File: src/rtl/arm_shifter_pkg.sv
// Shared types and constants for the ARM addressing-mode-1 shifter operand unit.
package arm_shifter_pkg;

    localparam int MAX_SHIFT = 32;

    // Instruction-level shift-type field encodings (bits [6:5]).
    localparam logic [1:0] LSL = 2'b00;
    localparam logic [1:0] LSR = 2'b01;
    localparam logic [1:0] ASR = 2'b10;
    localparam logic [1:0] ROR = 2'b11;

    typedef enum logic [2:0] {
        OP_LSL,
        OP_LSR,
        OP_ASR,
        OP_ROR,
        OP_RRX
    } shift_op_e;

    typedef enum logic [1:0] {
        IDLE,
        SHIFT,
        DONE
    } state_e;

endpackage

File: src/rtl/shifter_operand_decode.sv
// Combinational decode of the shifter_operand field into an iterative shift job:
// operation, working value, step count, initial carry and a forced-zero-carry flag.
module shifter_operand_decode
    import arm_shifter_pkg::*;
#(
    parameter int DATA_W = 32
) (
    input  logic              imm_flag,
    input  logic [11:0]       shifter_operand,
    input  logic [DATA_W-1:0] rm_value,
    input  logic [DATA_W-1:0] rs_value,
    input  logic              carryFlag,
    output shift_op_e         op,
    output logic [DATA_W-1:0] W,
    output logic [5:0]        N,
    output logic              C0,
    output logic              force_zero_carry
);

    localparam logic [5:0] MAX_N = 6'(MAX_SHIFT);

    logic [1:0] shift_type;
    logic [4:0] imm_amount;
    logic [7:0] rs_amount;

    assign shift_type = shifter_operand[6:5];
    assign imm_amount = shifter_operand[11:7];
    assign rs_amount  = rs_value[7:0];

    // Defaults describe LSL #0 (pass Rm, keep C), which also covers the
    // register-shift-by-zero case and the multiply/extension encoding space.
    always_comb begin
        op               = OP_LSL;
        W                = rm_value;
        N                = '0;
        C0               = carryFlag;
        force_zero_carry = 1'b0;

        if (imm_flag) begin
            op = OP_ROR;
            W  = {{(DATA_W-8){1'b0}}, shifter_operand[7:0]};
            N  = {1'b0, shifter_operand[11:8], 1'b0};
        end else if (!shifter_operand[4]) begin
            case (shift_type)
                LSL: begin
                    op = OP_LSL;
                    N  = {1'b0, imm_amount};
                end
                LSR: begin
                    op = OP_LSR;
                    N  = (imm_amount == 5'd0) ? MAX_N : {1'b0, imm_amount};
                end
                ASR: begin
                    op = OP_ASR;
                    N  = (imm_amount == 5'd0) ? MAX_N : {1'b0, imm_amount};
                end
                default: begin
                    if (imm_amount == 5'd0) begin
                        op = OP_RRX;
                        N  = 6'd1;
                    end else begin
                        op = OP_ROR;
                        N  = {1'b0, imm_amount};
                    end
                end
            endcase
        end else if (!shifter_operand[7] && rs_amount != 8'd0) begin
            case (shift_type)
                LSL, LSR: begin
                    op = (shift_type == LSL) ? OP_LSL : OP_LSR;
                    if (rs_amount > 8'd32) begin
                        N                = MAX_N;
                        force_zero_carry = 1'b1;
                    end else begin
                        N = rs_amount[5:0];
                    end
                end
                ASR: begin
                    op = OP_ASR;
                    N  = (rs_amount >= 8'd32) ? MAX_N : rs_amount[5:0];
                end
                default: begin
                    op = OP_ROR;
                    if (rs_amount[4:0] == 5'd0) begin
                        N  = '0;
                        C0 = rm_value[DATA_W-1];
                    end else begin
                        N = {1'b0, rs_amount[4:0]};
                    end
                end
            endcase
        end
    end

endmodule

File: src/rtl/arm_shifter_operand_unit.sv
// Iterative ARM shifter operand unit: captures a decoded shift job on start and
// performs one bit position per clock, then pulses done with Y and carryOut.
module arm_shifter_operand_unit
    import arm_shifter_pkg::*;
#(
    parameter int DATA_W = 32
) (
    input  logic              clk,
    input  logic              reset,
    input  logic              start,
    input  logic              imm_flag,
    input  logic [11:0]       shifter_operand,
    input  logic [DATA_W-1:0] rm_value,
    input  logic [DATA_W-1:0] rs_value,
    input  logic              carryFlag,
    output logic              busy,
    output logic              done,
    output logic [DATA_W-1:0] Y,
    output logic              carryOut
);

    state_e            state;
    shift_op_e         op_q;
    shift_op_e         dec_op;
    logic [DATA_W-1:0] w_q;
    logic [DATA_W-1:0] dec_w;
    logic [DATA_W-1:0] step_w;
    logic [5:0]        count;
    logic [5:0]        dec_n;
    logic              carry_q;
    logic              fz_q;
    logic              dec_c0;
    logic              dec_fz;
    logic              step_c;

    shifter_operand_decode #(.DATA_W(DATA_W)) u_decode (
        .imm_flag         (imm_flag),
        .shifter_operand  (shifter_operand),
        .rm_value         (rm_value),
        .rs_value         (rs_value),
        .carryFlag        (carryFlag),
        .op               (dec_op),
        .W                (dec_w),
        .N                (dec_n),
        .C0               (dec_c0),
        .force_zero_carry (dec_fz)
    );

    // One-bit step; the carry always takes the bit that leaves the word.
    always_comb begin
        step_w = w_q;
        step_c = carry_q;
        case (op_q)
            OP_LSL: begin
                step_w = {w_q[DATA_W-2:0], 1'b0};
                step_c = w_q[DATA_W-1];
            end
            OP_LSR: begin
                step_w = {1'b0, w_q[DATA_W-1:1]};
                step_c = w_q[0];
            end
            OP_ASR: begin
                step_w = {w_q[DATA_W-1], w_q[DATA_W-1:1]};
                step_c = w_q[0];
            end
            OP_ROR: begin
                step_w = {w_q[0], w_q[DATA_W-1:1]};
                step_c = w_q[0];
            end
            OP_RRX: begin
                step_w = {carry_q, w_q[DATA_W-1:1]};
                step_c = w_q[0];
            end
            default: ;
        endcase
    end

    always_ff @(posedge clk or posedge reset) begin
        if (reset) begin
            state    <= IDLE;
            op_q     <= OP_LSL;
            w_q      <= '0;
            count    <= '0;
            carry_q  <= 1'b0;
            fz_q     <= 1'b0;
            busy     <= 1'b0;
            done     <= 1'b0;
            Y        <= '0;
            carryOut <= 1'b0;
        end else begin
            case (state)
                IDLE: begin
                    done <= 1'b0;
                    if (start) begin
                        op_q    <= dec_op;
                        w_q     <= dec_w;
                        count   <= dec_n;
                        carry_q <= dec_c0;
                        fz_q    <= dec_fz;
                        busy    <= 1'b1;
                        state   <= SHIFT;
                    end
                end
                SHIFT: begin
                    if (count != 6'd0) begin
                        w_q     <= step_w;
                        carry_q <= step_c;
                        count   <= count - 6'd1;
                    end else begin
                        Y        <= w_q;
                        carryOut <= fz_q ? 1'b0 : carry_q;
                        done     <= 1'b1;
                        state    <= DONE;
                    end
                end
                default: begin
                    done  <= 1'b0;
                    busy  <= 1'b0;
                    state <= IDLE;
                end
            endcase
        end
    end

endmodule

File: config.mk
export PLATFORM = sky130hd
export DESIGN_NAME = arm_shifter_operand_unit
export DESIGN_NICKNAME = d
export VERILOG_FILES = /design/src/rtl/arm_shifter_pkg.sv /design/src/rtl/shifter_operand_decode.sv /design/src/rtl/arm_shifter_operand_unit.sv
export SDC_FILE = /design/constraint.sdc
export NUM_CORES = 1
export LEC_CHECK = 0
export CORE_ASPECT_RATIO = 1.4
export CORE_UTILIZATION = 44
export DETAILED_ROUTE_END_ITERATION = 6
export GPL_TIMING_DRIVEN = 0
export HOLD_SLACK_MARGIN = 0.05
export PLACE_DENSITY = 0.81
export SLEW_MARGIN = 20
export SYNTH_ARGS = -nofsm -noshare
export SYNTH_HDL_FRONTEND = slang
export SYNTH_HIERARCHICAL = 1
export SYNTH_SLANG_ARGS = --single-unit
export TNS_END_PERCENT = 30
File: constraint.sdc
create_clock -name clk -period 3 [get_ports clk]
set_input_delay 0.6 -clock clk [delete_from_list [all_inputs] [get_ports clk]]
set_output_delay 0.6 -clock clk [all_outputs]
set_load 0.02 [all_outputs]
Word level (Yosys, flattened, before mapping)
Index checks and enable logic that the tools add are counted.
{"block": "word_totals", "in_bits": 81, "output_inout_bits": 35, "register_bits": 80, "wordCells": 99}
{"block": "classes", "eq_ne": 14, "n_reduce_logical": 22, "addsub": 1, "n_lt_le_gt_ge": 2, "n_bitwise": 2, "mux": 47}
{"operator": "case mux 32 bit (5 select lines)", "count": 1}
{"operator": "two-way mux 32 bit", "count": 3}
{"operator": "case mux 32 bit (2 select lines)", "count": 1}
{"operator": "two-way mux 6 bit", "count": 8}
{"operator": "case mux 6 bit (2 select lines)", "count": 3}
{"operator": "two-way mux 1 bit", "count": 17}
{"operator": "two-way mux 3 bit", "count": 4}
{"operator": "logical NOT 5 bit", "count": 2}
{"operator": "two-way mux 5 bit", "count": 2}
{"operator": "case mux 3 bit (3 select lines)", "count": 1}
{"operator": ">= comparator 8 x 6 -> 1 bit, second input constant", "count": 1}
{"operator": "> comparator 8 x 6 -> 1 bit, second input constant", "count": 1}
{"operator": "!= test 2 bit, second input constant", "count": 4}
{"operator": "AND reduction 2 bit", "count": 4}
{"operator": "AND reduction 4 bit", "count": 2}
{"operator": "nonzero test 8 bit", "count": 1}
{"operator": "== test 3 x 2 -> 1 bit, second input constant", "count": 2}
{"operator": "!= test 6 x 1 -> 1 bit, second input constant", "count": 1}
{"operator": "case mux 1 bit (2 select lines)", "count": 3}
{"operator": "case mux 3 bit (2 select lines)", "count": 1}
{"operator": "nonzero test 6 bit", "count": 1}
{"operator": "subtractor 6 x 1 -> 6 bit, second input constant", "count": 1}
{"operator": "!= test 5 x 1 -> 1 bit, second input constant", "count": 1}
{"operator": "AND reduction 5 bit", "count": 1}
{"operator": "other kinds (17)", "count": 22}

Logic depth before layout (Yosys ltp)
Gate-level depths: netlist of the first run.
{"block": "logic_depth", "word_depth": 8, "ltp_mapped": 9, "mapped_depth_nobuf": 9}

Hierarchy
Netlist of the first run, hierarchy kept.
{"mod": "arm_shifter_operand_unit", "cells_each": 370, "seq_area_each_um2": 2001.9, "n_inst": 1, "area_per_inst_um2": 4026.4}
{"mod": "shifter_operand_decode", "cells_each": 87, "seq_area_each_um2": 0.0, "n_inst": 1, "area_per_inst_um2": 641.9}

Least setup slack after synthesis of the first run
Ideal clock, no wire load.
{"block": "synth_timing", "path_type": "input to register", "from": "in rs_value[1]", "to": "reg carry_q", "path_slack_ns": 0.901, "t_arrival_ns": 1.978, "path_stages": 7, "n_path_buf": 0, "required_time_ns": 2.878, "setup_time_ns": 0.122, "cell_sequence": "or4_4 > nor2_4 > nand3_2 > mux2_4 > nor2_1 > nor2_1 > a32o_1"}
{"block": "synth_between", "elab_chain_len": 8, "word_cells_on_any_way": 10, "cone_classes": "7 x mux; 3 x reduce/logical"}
{"item": "start, declared", "line_no": "arm_shifter_operand_unit.sv:14", "text": "input logic [DATA_W-1:0] rs_value,"}
{"item": "logical NOT 5 bit", "line_no": "shifter_operand_decode.sv:84", "text": "if (rs_amount[4:0] == 5'd0) begin"}
{"item": "two-way mux 1 bit", "line_no": "shifter_operand_decode.sv:84"}
{"item": "two-way mux 1 bit", "line_no": "shifter_operand_decode.sv:68", "text": "case (shift_type)"}
{"item": "two-way mux 1 bit (*)", "line_no": "shifter_operand_decode.sv:67", "text": "end else if (!shifter_operand[7] && rs_amount != 8'd0) begin"}
{"item": "two-way mux 1 bit (*)", "line_no": "shifter_operand_decode.sv:43", "text": "end else if (!shifter_operand[4]) begin"}
{"item": "two-way mux 1 bit (*)", "line_no": "shifter_operand_decode.sv:39", "text": "if (imm_flag) begin"}
{"item": "named net dec_c0", "line_no": "arm_shifter_operand_unit.sv:32", "text": "logic dec_c0;"}
{"item": "two-way mux 1 bit (*)", "line_no": "arm_shifter_operand_unit.sv:94", "text": "if (start) begin"}
{"item": "case mux 1 bit (2 select lines) (*)", "line_no": "arm_shifter_operand_unit.sv:91", "text": "case (state)"}
{"item": "end signal, assigned", "line_no": "arm_shifter_operand_unit.sv:107", "text": "carry_q <= step_c;"}
{"item": "end, declared", "line_no": "arm_shifter_operand_unit.sv:30", "text": "logic carry_q;"}
Mark *: on every way through the listed nets, which the timed path passes. The rest lies on a longest branch. The select of a mux whose other input is x is not followed.
A chain may end at the register's enable or synchronous reset.

Worst setup path after layout of the first run
{"block": "layout_timing", "from": "in shifter_operand[5]", "to": "reg count[0]"}
{"block": "layout_between", "elab_chain_len": 8, "word_cells_on_any_way": 12, "cone_classes": "2 x eq/ne; 7 x mux; 3 x reduce/logical"}
{"item": "start, declared", "line_no": "arm_shifter_operand_unit.sv:12", "text": "input logic [11:0] shifter_operand,"}
{"item": "== test 2 x 1 -> 1 bit or logical NOT 2 bit (tied branches)", "line_no": "shifter_operand_decode.sv:44, shifter_operand_decode.sv:68"}
{"item": "OR reduction 2 bit", "line_no": "shifter_operand_decode.sv:68"}
{"item": "case mux 6 bit (2 select lines)", "line_no": "shifter_operand_decode.sv:68"}
{"item": "two-way mux 6 bit", "line_no": "shifter_operand_decode.sv:67"}
{"item": "two-way mux 6 bit (*)", "line_no": "shifter_operand_decode.sv:43"}
{"item": "two-way mux 6 bit (*)", "line_no": "shifter_operand_decode.sv:39"}
{"item": "named net dec_n[0]", "line_no": "arm_shifter_operand_unit.sv:29", "text": "logic [5:0] dec_n;"}
{"item": "two-way mux 6 bit (*)", "line_no": "arm_shifter_operand_unit.sv:94"}
{"item": "case mux 6 bit (2 select lines) (*)", "line_no": "arm_shifter_operand_unit.sv:91"}
{"item": "end signal, assigned", "line_no": "arm_shifter_operand_unit.sv:97", "text": "count <= dec_n;"}
{"item": "end signal, assigned", "line_no": "arm_shifter_operand_unit.sv:108", "text": "count <= count - 6'd1;"}
{"item": "end, declared", "line_no": "arm_shifter_operand_unit.sv:28", "text": "logic [5:0] count;"}
Marks and branches as above.

==> reports/metrics.sh, run 1 <==
DR_TOTAL_VIAS=3967
TIGHTEST_SLEW_PS=595
DPL.HPWL_UM=8980
IO-PIN-COUNT=116
TIMING.FMAX_GHz=0.388
PORT-BUFFER-COUNT=90
YS_SEQ_AREA_SHARE_PCT=42.9
NUMBER_OF_FLOPS_MAPPED_TO_ENABLE_CELLS_BY_YOSYS=0
FIRST_PASS_GRT_WIRE_LENGTH_UM=19400
POWER_FRAC_COMB_PCT=53.6
MAX-VDD-IR-DROP_uV=438
CRITPATHCAPTURETYPE='register'
SYNTHESIS.AREA_SQ_MM=0.00467
CTS.REPORTEDPATHS.CLKPINSLEW_PS=60
PRE_CTS_WS_PS=86.5
FINAL.SETUP.WORST_SLACK_PS=420
DIE-WIDTH_UM=89.1
CTS.SINK_COUNT=80
VIAS_PER_CELL=5.65
POST_CTS_RESIZE_COUNT=0
TIMING.CRITICAL_PATH.FROM_TYPE='primary input'
LAYOUT.NETS=647
PERIOD_SHARE_PCT=86.0
CTS_SETUP_BUFFERS=0
SYNTH_TOP_CELL_AREA_SHARE_PCT=42.9
CRIT_PATH_MAX_DELAY_CELL_TYPE='clkdlybuf4s50_1'
GRT_SETUP_UNREPAIRED='no'
INITIAL_UTIL_PCT=45.1
HOLD_PATH_CLASS='reg -> reg'
WORSTPATHREQUIRED_PS=3220
FP.DIEH_UM=124
SYN_AREA_PER_CELL_SQ_UM=10.2
ANT_NETS=0
SYNTH-SEQ-CELLS=80
POWER.SWITCHING_mW=2.65
YS_ASYNC_SR_FRACTION_PCT=100
FIRST_GLOBAL_VIAS=4007
USE_MET1_PCT=27.3
MET2_TRACK_DEMAND_OVER_RESOURCE_PCT=41.4
LAYOUT.CELLS.MOST_COMMON_LIST='nor2_1, clkdlybuf4s50_1, dfrtp_1, mux2_2, mux2i_1'
FINAL_UTIL_PCT=58.5
YS_WARN_COUNT=6
PWR-SHARE-CLK_PCT=15.8
FIN_CRIT_PS=2580
CLOCK-ROOT-BUFFER='clkbuf_16'
CTS_BUFFER_COUNT=9
POWER_DENSITY_mW_PER_MM2=1090
FINALSETUPVIOLCOUNT=0
GLOBALROUTEOVERFLOWTOTAL=0
POWER.SWITCHING_FRACTION_PCT=40.1
DRV_SLEW=0
CTS_BUFFER_DEPTH=2
LEAKAGEPOWER_nW=2.68
SYNTH_CELL_TYPE_COUNT=53
SYNTHFLOPTYPE='dfrtp_1'
DR.FIRST_ITER.DRC_COUNT=303
SLEW_HEADROOM_PCT=60.4
CRITICAL_PATH.MAX_STAGE_DELAY_PS=590
POSTSYNTHCELLCOUNT=457
CTS_HOLD_REPAIR.BUFFERS=0
DIE_AREA_SQ_MM=0.0110
FINALWEIGHTEDCONGESTION=0.867
MOSTFREQUENTLAYOUTCELL='nor2_1'
OUTCOME='finished, violations left'
SEQ_POWER_SHARE_PCT=30.7
SYNTH_TOP_AREA_CELL='dfrtp_1'
P_INT_mW=3.95
PIN_COUNT_OF_THE_BIGGEST_NET_ENTERING_GLOBAL_ROUTING=52
TOTAL_ITERATIONS_OF_THE_FIRST_DETAILED_ROUTING_RUN=7
MAX-CAP-VIOLATIONS=0
SKEW_PS=7.10
INITIAL_ANTENNA_VIOLATION_COUNT=0
CORE_REGION_AREA_SQ_MM=0.0103
ANTENNADIODECOUNT=0
ROUTED_WIRELENGTH_UM=12200
WORSTPATHMAXFANOUT=5
NETLIST_TOP_CELLS_AREA='dfrtp_1, mux2_2, nor2_1'
CRITICALPATHCATEGORY='in -> reg'
SYN_TO_FINAL_GROWTH_PCT=29.7
GRTUSAGETOTAL_PCT=23.4
SYNTH_NETS=545
WORSTSKEWPAIRLATENCY_PS=340
DRC=1
HOLD_VIOLATIONS=0
NUMBER_OF_H_TREE_BRANCHING_LEVELS=3
VIOLATIONS='design-rule violations'
ROW_COUNT=44
GLOBAL_ROUTE.PEAK_USAGE_LAYER='met2'
CTS_TREE='yes'
WORSTPATHARRIVAL_PS=2800
POST_DRT_WL_PER_CELL_UM=17.3
SERIES_OF_CELL_INSTANCES_ALONG_THE_CRITICAL_PATH='clkdlybuf4s50_1 -> inv_1 -> ha_1 -> or3_1 -> a21oi_1 -> a21oi_2 -> a22o_1 -> o21ai_0 -> mux2i_1'
DRIVE_ABOVE_1_SHARE_PCT=17.7
GLOBAL_ROUTE.USAGE.MET3_PCT=3.31
[area by class of cell]
| class | count | area (sq um) |
|---|---|---|
| plain buffers | 31 | 180 |
| multi-input cells | 335 | 2440 |
| flip-flops and latches | 80 | 2000 |
| inverters | 11 | 43.8 |
| clock inverters | 6 | 43.8 |
| well taps | 138 | 173 |
| clock buffers | 10 | 239 |
| fillers | 923 | 4300 |
| repair buffers | 91 | 928 |
[state kept, by name, summed over array words and instances (netlist names)]
register,flops
Y,32
busy,1
carryOut,1
carry_q,1
count,6
done,1
fz_q,1
op_q,3
state,2
w_q,32
[worst paths after layout]
path | from | endpoint | slack, ps | cells after the start
max in group asynchronous | reset | Y[2]$_DFFE_PP0P_ | 1810 | 3
hold reg to reg | done$_DFFE_PP0P_ | done$_DFFE_PP0P_ | 490 | 1
min in group asynchronous | reset | Y[19]$_DFFE_PP0P_ | 600 | 2
setup / recovery | shifter_operand[5] | count[0]$_DFFE_PP0P_ | 420 | 9
setup reg to reg | state[1]$_DFFE_PP0P_ | carry_q$_DFFE_PP0P_ | 1100 | 7
hold / removal | done$_DFFE_PP0P_ | done$_DFFE_PP0P_ | 490 | 1
[per-stage QoR]
| step | instances | area (sq um) | setup TNS [ps] | hold slack [ps] | total power [mW] |
|---|---|---|---|---|---|
| after global placement | 685 | 5740 | -71620 | 477 | 5.37 |
| after global routing | 702 | 6050 | 0 | 513 | 7.02 |
| after CTS | 702 | 6050 | 0 | 500 | 6.61 |
| after floorplan | 457 | 4670 | 0 | 472 | 4.41 |
| after detailed placement | 686 | 5770 | 0 | 474 | 5.54 |
| final | 702 | 6050 | 0 | 492 | 6.61 |
[layer usage]
| metal | vias up | part of all wire [%] |
|---|---|---|
| li1 | 1842 | - |
| met1 | 1945 | 39 |
| met2 | 148 | 53 |
| met3 | 32 | 5.1 |
| met4 | 0 | 3.0 |
| met5 | - | 0 |
[Yosys cell counts, drive strengths merged, types with 4 or more instances]
cell / n
buf: 22
nand2b: 4
nand3: 4
a32o: 32
dfrtp: 80
mux2i: 34
clkbuf: 9
a22o: 6
a21oi: 7
nor2b: 28
nor3: 4
nand2: 8
mux2: 46
inv: 11
nor2: 108
ha: 7
o21ai: 10
[power groups by stage]
stage | Clock, mW | Combinational (mW) | Sequential [mW]
4_1_cts | 1.06 | 3.53 | 2.02
3_5_place_dp | 0 | 3.50 | 2.04
3_3_place_gp | 0 | 3.36 | 2.01
5_1_grt | 1.10 | 3.83 | 2.09
2_1_floorplan | 0 | 2.20 | 2.21
6_report | 1.04 | 3.54 | 2.03
[kinds of logic (layout without fill, tap and decap cells)]
logic type / after synthesis / in the layout / share of synthesized area [%]
simple gates: 173 / 173 / 18.1
mux: 80 / 80 / 18.5
flops: 80 / 80 / 42.9
compound gates: 73 / 73 / 13.2
buf+inv: 42 / 149 / 4.74
fa+ha+maj: 7 / 7 / 1.88
xor+xnor: 2 / 2 / 0.777
[critical path, delay by kind of cell]
family / cells / cell delay [ps]
AO/OA/AOI/OAI: 4 / 760
adder cells (fa/ha/maj): 1 / 240
buffers and inverters: 2 / 690
multiplexers: 1 / 100
AND/OR/NAND/NOR: 1 / 410
Note: power is estimated with default switching activity, not from simulation.
==> run 2, diff against run 1 <==
Settings changed: CAP_MARGIN set to 20, MAX_ROUTING_LAYER set to met4.
Clock period 3 ns to 3.1 ns, I/O delays scaled along.
==> reports/metrics.sh, run 2 (synthesized netlist as in run 1, its figures left out) <==
RR_STARTPOINT='state[1]$_DFFE_PP0P_'
TOTAL_ITERATIONS_OF_THE_FIRST_DETAILED_ROUTING_RUN=7  # unchanged
MAX-VDD-IR-DROP_uV=415  # -5.2%
GRTUSAGETOTAL_PCT=24.3  # +0.97 points
FP.DIEH_UM=124  # unchanged
POST-LAYOUT-TOTAL-POWER_mW=6.41  # -2.9%
WORSTPATHMAXFANOUT=7  # +2
CTS_BUFFER_COUNT=9  # unchanged
GLOBALROUTEOVERFLOWTOTAL=0  # unchanged
DRV_SLEW=0  # unchanged
NUMBER_OF_H_TREE_BRANCHING_LEVELS=3  # unchanged
CTS_TREE='yes'
SYN_TO_FINAL_GROWTH_PCT=29.7  # unchanged
DR_TOTAL_VIAS=3945  # -0.55%
WORSTPATHARRIVAL_PS=2780  # -20 ps
OUTCOME='finished, violations left'
POST_DRT_WL_PER_CELL_UM=17.1  # -0.93%
DRC=1  # unchanged
PIN_COUNT_OF_THE_BIGGEST_NET_ENTERING_GLOBAL_ROUTING=50  # -3.8%
FIRST_PASS_GRT_WIRE_LENGTH_UM=19500  # +0.68%
CTS_BUFFER_DEPTH=2  # unchanged
TIMING.CRITICAL_PATH.FROM_TYPE='primary input'
CRITICALPATHCATEGORY='in -> reg'
SLEW_HEADROOM_PCT=61.4  # +1.1 points
FIRST_GLOBAL_VIAS=4084  # +1.9%
SKEW_PS=6.63  # -0.476 ps
FINAL.SETUP.WORST_SLACK_PS=546  # +125 ps
POST_CTS_RESIZE_COUNT=0  # unchanged
VIOLATIONS='design-rule violations'
WORSTREGTOREGCELLS=7  # unchanged
MAX-CAP-VIOLATIONS=0  # unchanged
REG.LARGEST.LIST='Y: 32 flops, w_q: 32 flops, count: 6 flops'
WORSTPATHREQUIRED_PS=3330  # +110 ps
LAYOUT.CELLS.MOST_COMMON_LIST='nor2_1, clkdlybuf4s50_1, dfrtp_1, mux2_2, mux2i_1'
TIGHTEST_SLEW_PS=579  # -15.9 ps
CP-ENDPOINT='op_q[0]$_DFFE_PP0P_'
ANT_NETS=0  # unchanged
WORST_SETUP_PATH_STARTPOINT='shifter_operand[5]'
CTS.REPORTEDPATHS.CLKPINSLEW_PS=60  # about the same
LEAKAGEPOWER_nW=2.67  # -0.19%
HOLD-WORST-SLACK_PS=493  # +1.13 ps
FINALSETUPVIOLCOUNT=0  # unchanged
FILLERS=907  # -1.7%
CTS_HOLD_REPAIR.BUFFERS=0  # unchanged
GRT_SETUP_UNREPAIRED='no'
TIMING.FMAX_GHz=0.391
CTS.SINK_COUNT=80  # unchanged
HOLD_VIOLATIONS=0  # unchanged
IO-PIN-COUNT=116  # unchanged
WORST-R2R-SETUP-SLACK_PS=1160  # +60 ps
ANTENNADIODECOUNT=0  # unchanged
PORT-BUFFER-COUNT=90  # unchanged
PRE_CTS_WS_PS=172  # +85.0 ps
HOLD_PATH_CLASS='reg -> reg'
ROW_COUNT=44  # unchanged
POWER_DENSITY_mW_PER_MM2=1060  # -2.9%
WORSTSKEWPAIRLATENCY_PS=340  # about the same
MOSTFREQUENTLAYOUTCELL='nor2_1'
INITIAL_ANTENNA_VIOLATION_COUNT=0  # unchanged
DIE-WIDTH_UM=89.1  # unchanged
ROUTED_WIRELENGTH_UM=12000  # -0.93%
SEQCELLAREA_SQ_MM=0.00200  # unchanged
DPL.HPWL_UM=9040  # +0.64%
CRITPATHCAPTURETYPE='register'
DRIVE_ABOVE_1_SHARE_PCT=17.0  # -0.71 points
FINALWEIGHTEDCONGESTION=0.885  # +2.1%
INITIAL_UTIL_PCT=45.1  # unchanged
DR.FIRST_ITER.DRC_COUNT=311  # +2.6%
CTS_SETUP_BUFFERS=0  # unchanged
FIN_CRIT_PS=2550
DIE_AREA_SQ_MM=0.0110  # unchanged
TOTAL_AREA_OF_MULTI_INPUT_COMBINATIONAL_CELLS_SQ_MM=0.00244  # unchanged
CLOCK-ROOT-BUFFER='clkbuf_16'
LAYOUT.NETS=647  # unchanged
R2R_END='w_q[25]$_DFFE_PP0P_'
PERIOD_SHARE_PCT=82.4
CORE_REGION_AREA_SQ_MM=0.0103  # unchanged
VIAS_PER_CELL=5.62  # -0.55%
## run 2: cell count changes in the layout (fill, tap and decap cells not counted), sizes merged
cell	previous run	this run
bufinv	0	1
clkinv	4	1
inv	12	11
clkbuf	19	22
## run 2: area by class of cell
type	instances	area share, %
plain buffers	31	2.98
clock buffers	13	3.97
clock inverters	3	0.703
inverters	11	0.723
multi-input cells	335	40.4
flip-flops and latches	80	33.1
well taps	138	2.85
repair buffers	91	15.3
## run 2: worst min-delay path by stage
stage / endpoint / cells after the start / from
after floorplan: fz_q$_DFFE_PP0P_ / 1 / fz_q$_DFFE_PP0P_
after global placement: done$_DFFE_PP0P_ / 1 / done$_DFFE_PP0P_
after detailed placement: carryOut$_DFFE_PP0P_ / 2 / carryOut$_DFFE_PP0P_
after CTS: carryOut$_DFFE_PP0P_ / 2 / carryOut$_DFFE_PP0P_
after global routing: done$_DFFE_PP0P_ / 1 / done$_DFFE_PP0P_
final: done$_DFFE_PP0P_ / 1 / done$_DFFE_PP0P_
## run 2: worst max-delay path, stage by stage
cell,delay (ps)
clkdlybuf4s50_1,580
ha_1,340
nor4b_1,460
a21oi_1,170
a221o_1,340
mux2_2,260
## run 2: stage by stage
stage,utilization [%],std cells,area [sq um],TNS [ps]
2_1_floorplan,-,457,4670,0
3_3_place_gp,55.5,685,5740,-67600
3_5_place_dp,55.8,686,5770,0
4_1_cts,58.5,702,6050,0
5_1_grt,58.5,702,6050,0
6_report,58.5,702,6050,0
## run 2: metal layers
| metal | vias to the layer above | wire length, um | global-route usage (%) |
|---|---|---|---|
| li1 | 1843 | - | - |
| met1 | 1948 | 4880 | 28.1 |
| met2 | 128 | 6350 | 41.1 |
| met3 | 26 | 556 | 4.44 |
| met4 | 0 | 259 | 10.8 |
| met5 | - | 0 | - |
## run 2: where the power goes
part | internal [mW] | switching (mW)
clock | 0.623 | 0.412
sequential | 1.58 | 0.379
combinational | 1.68 | 1.74
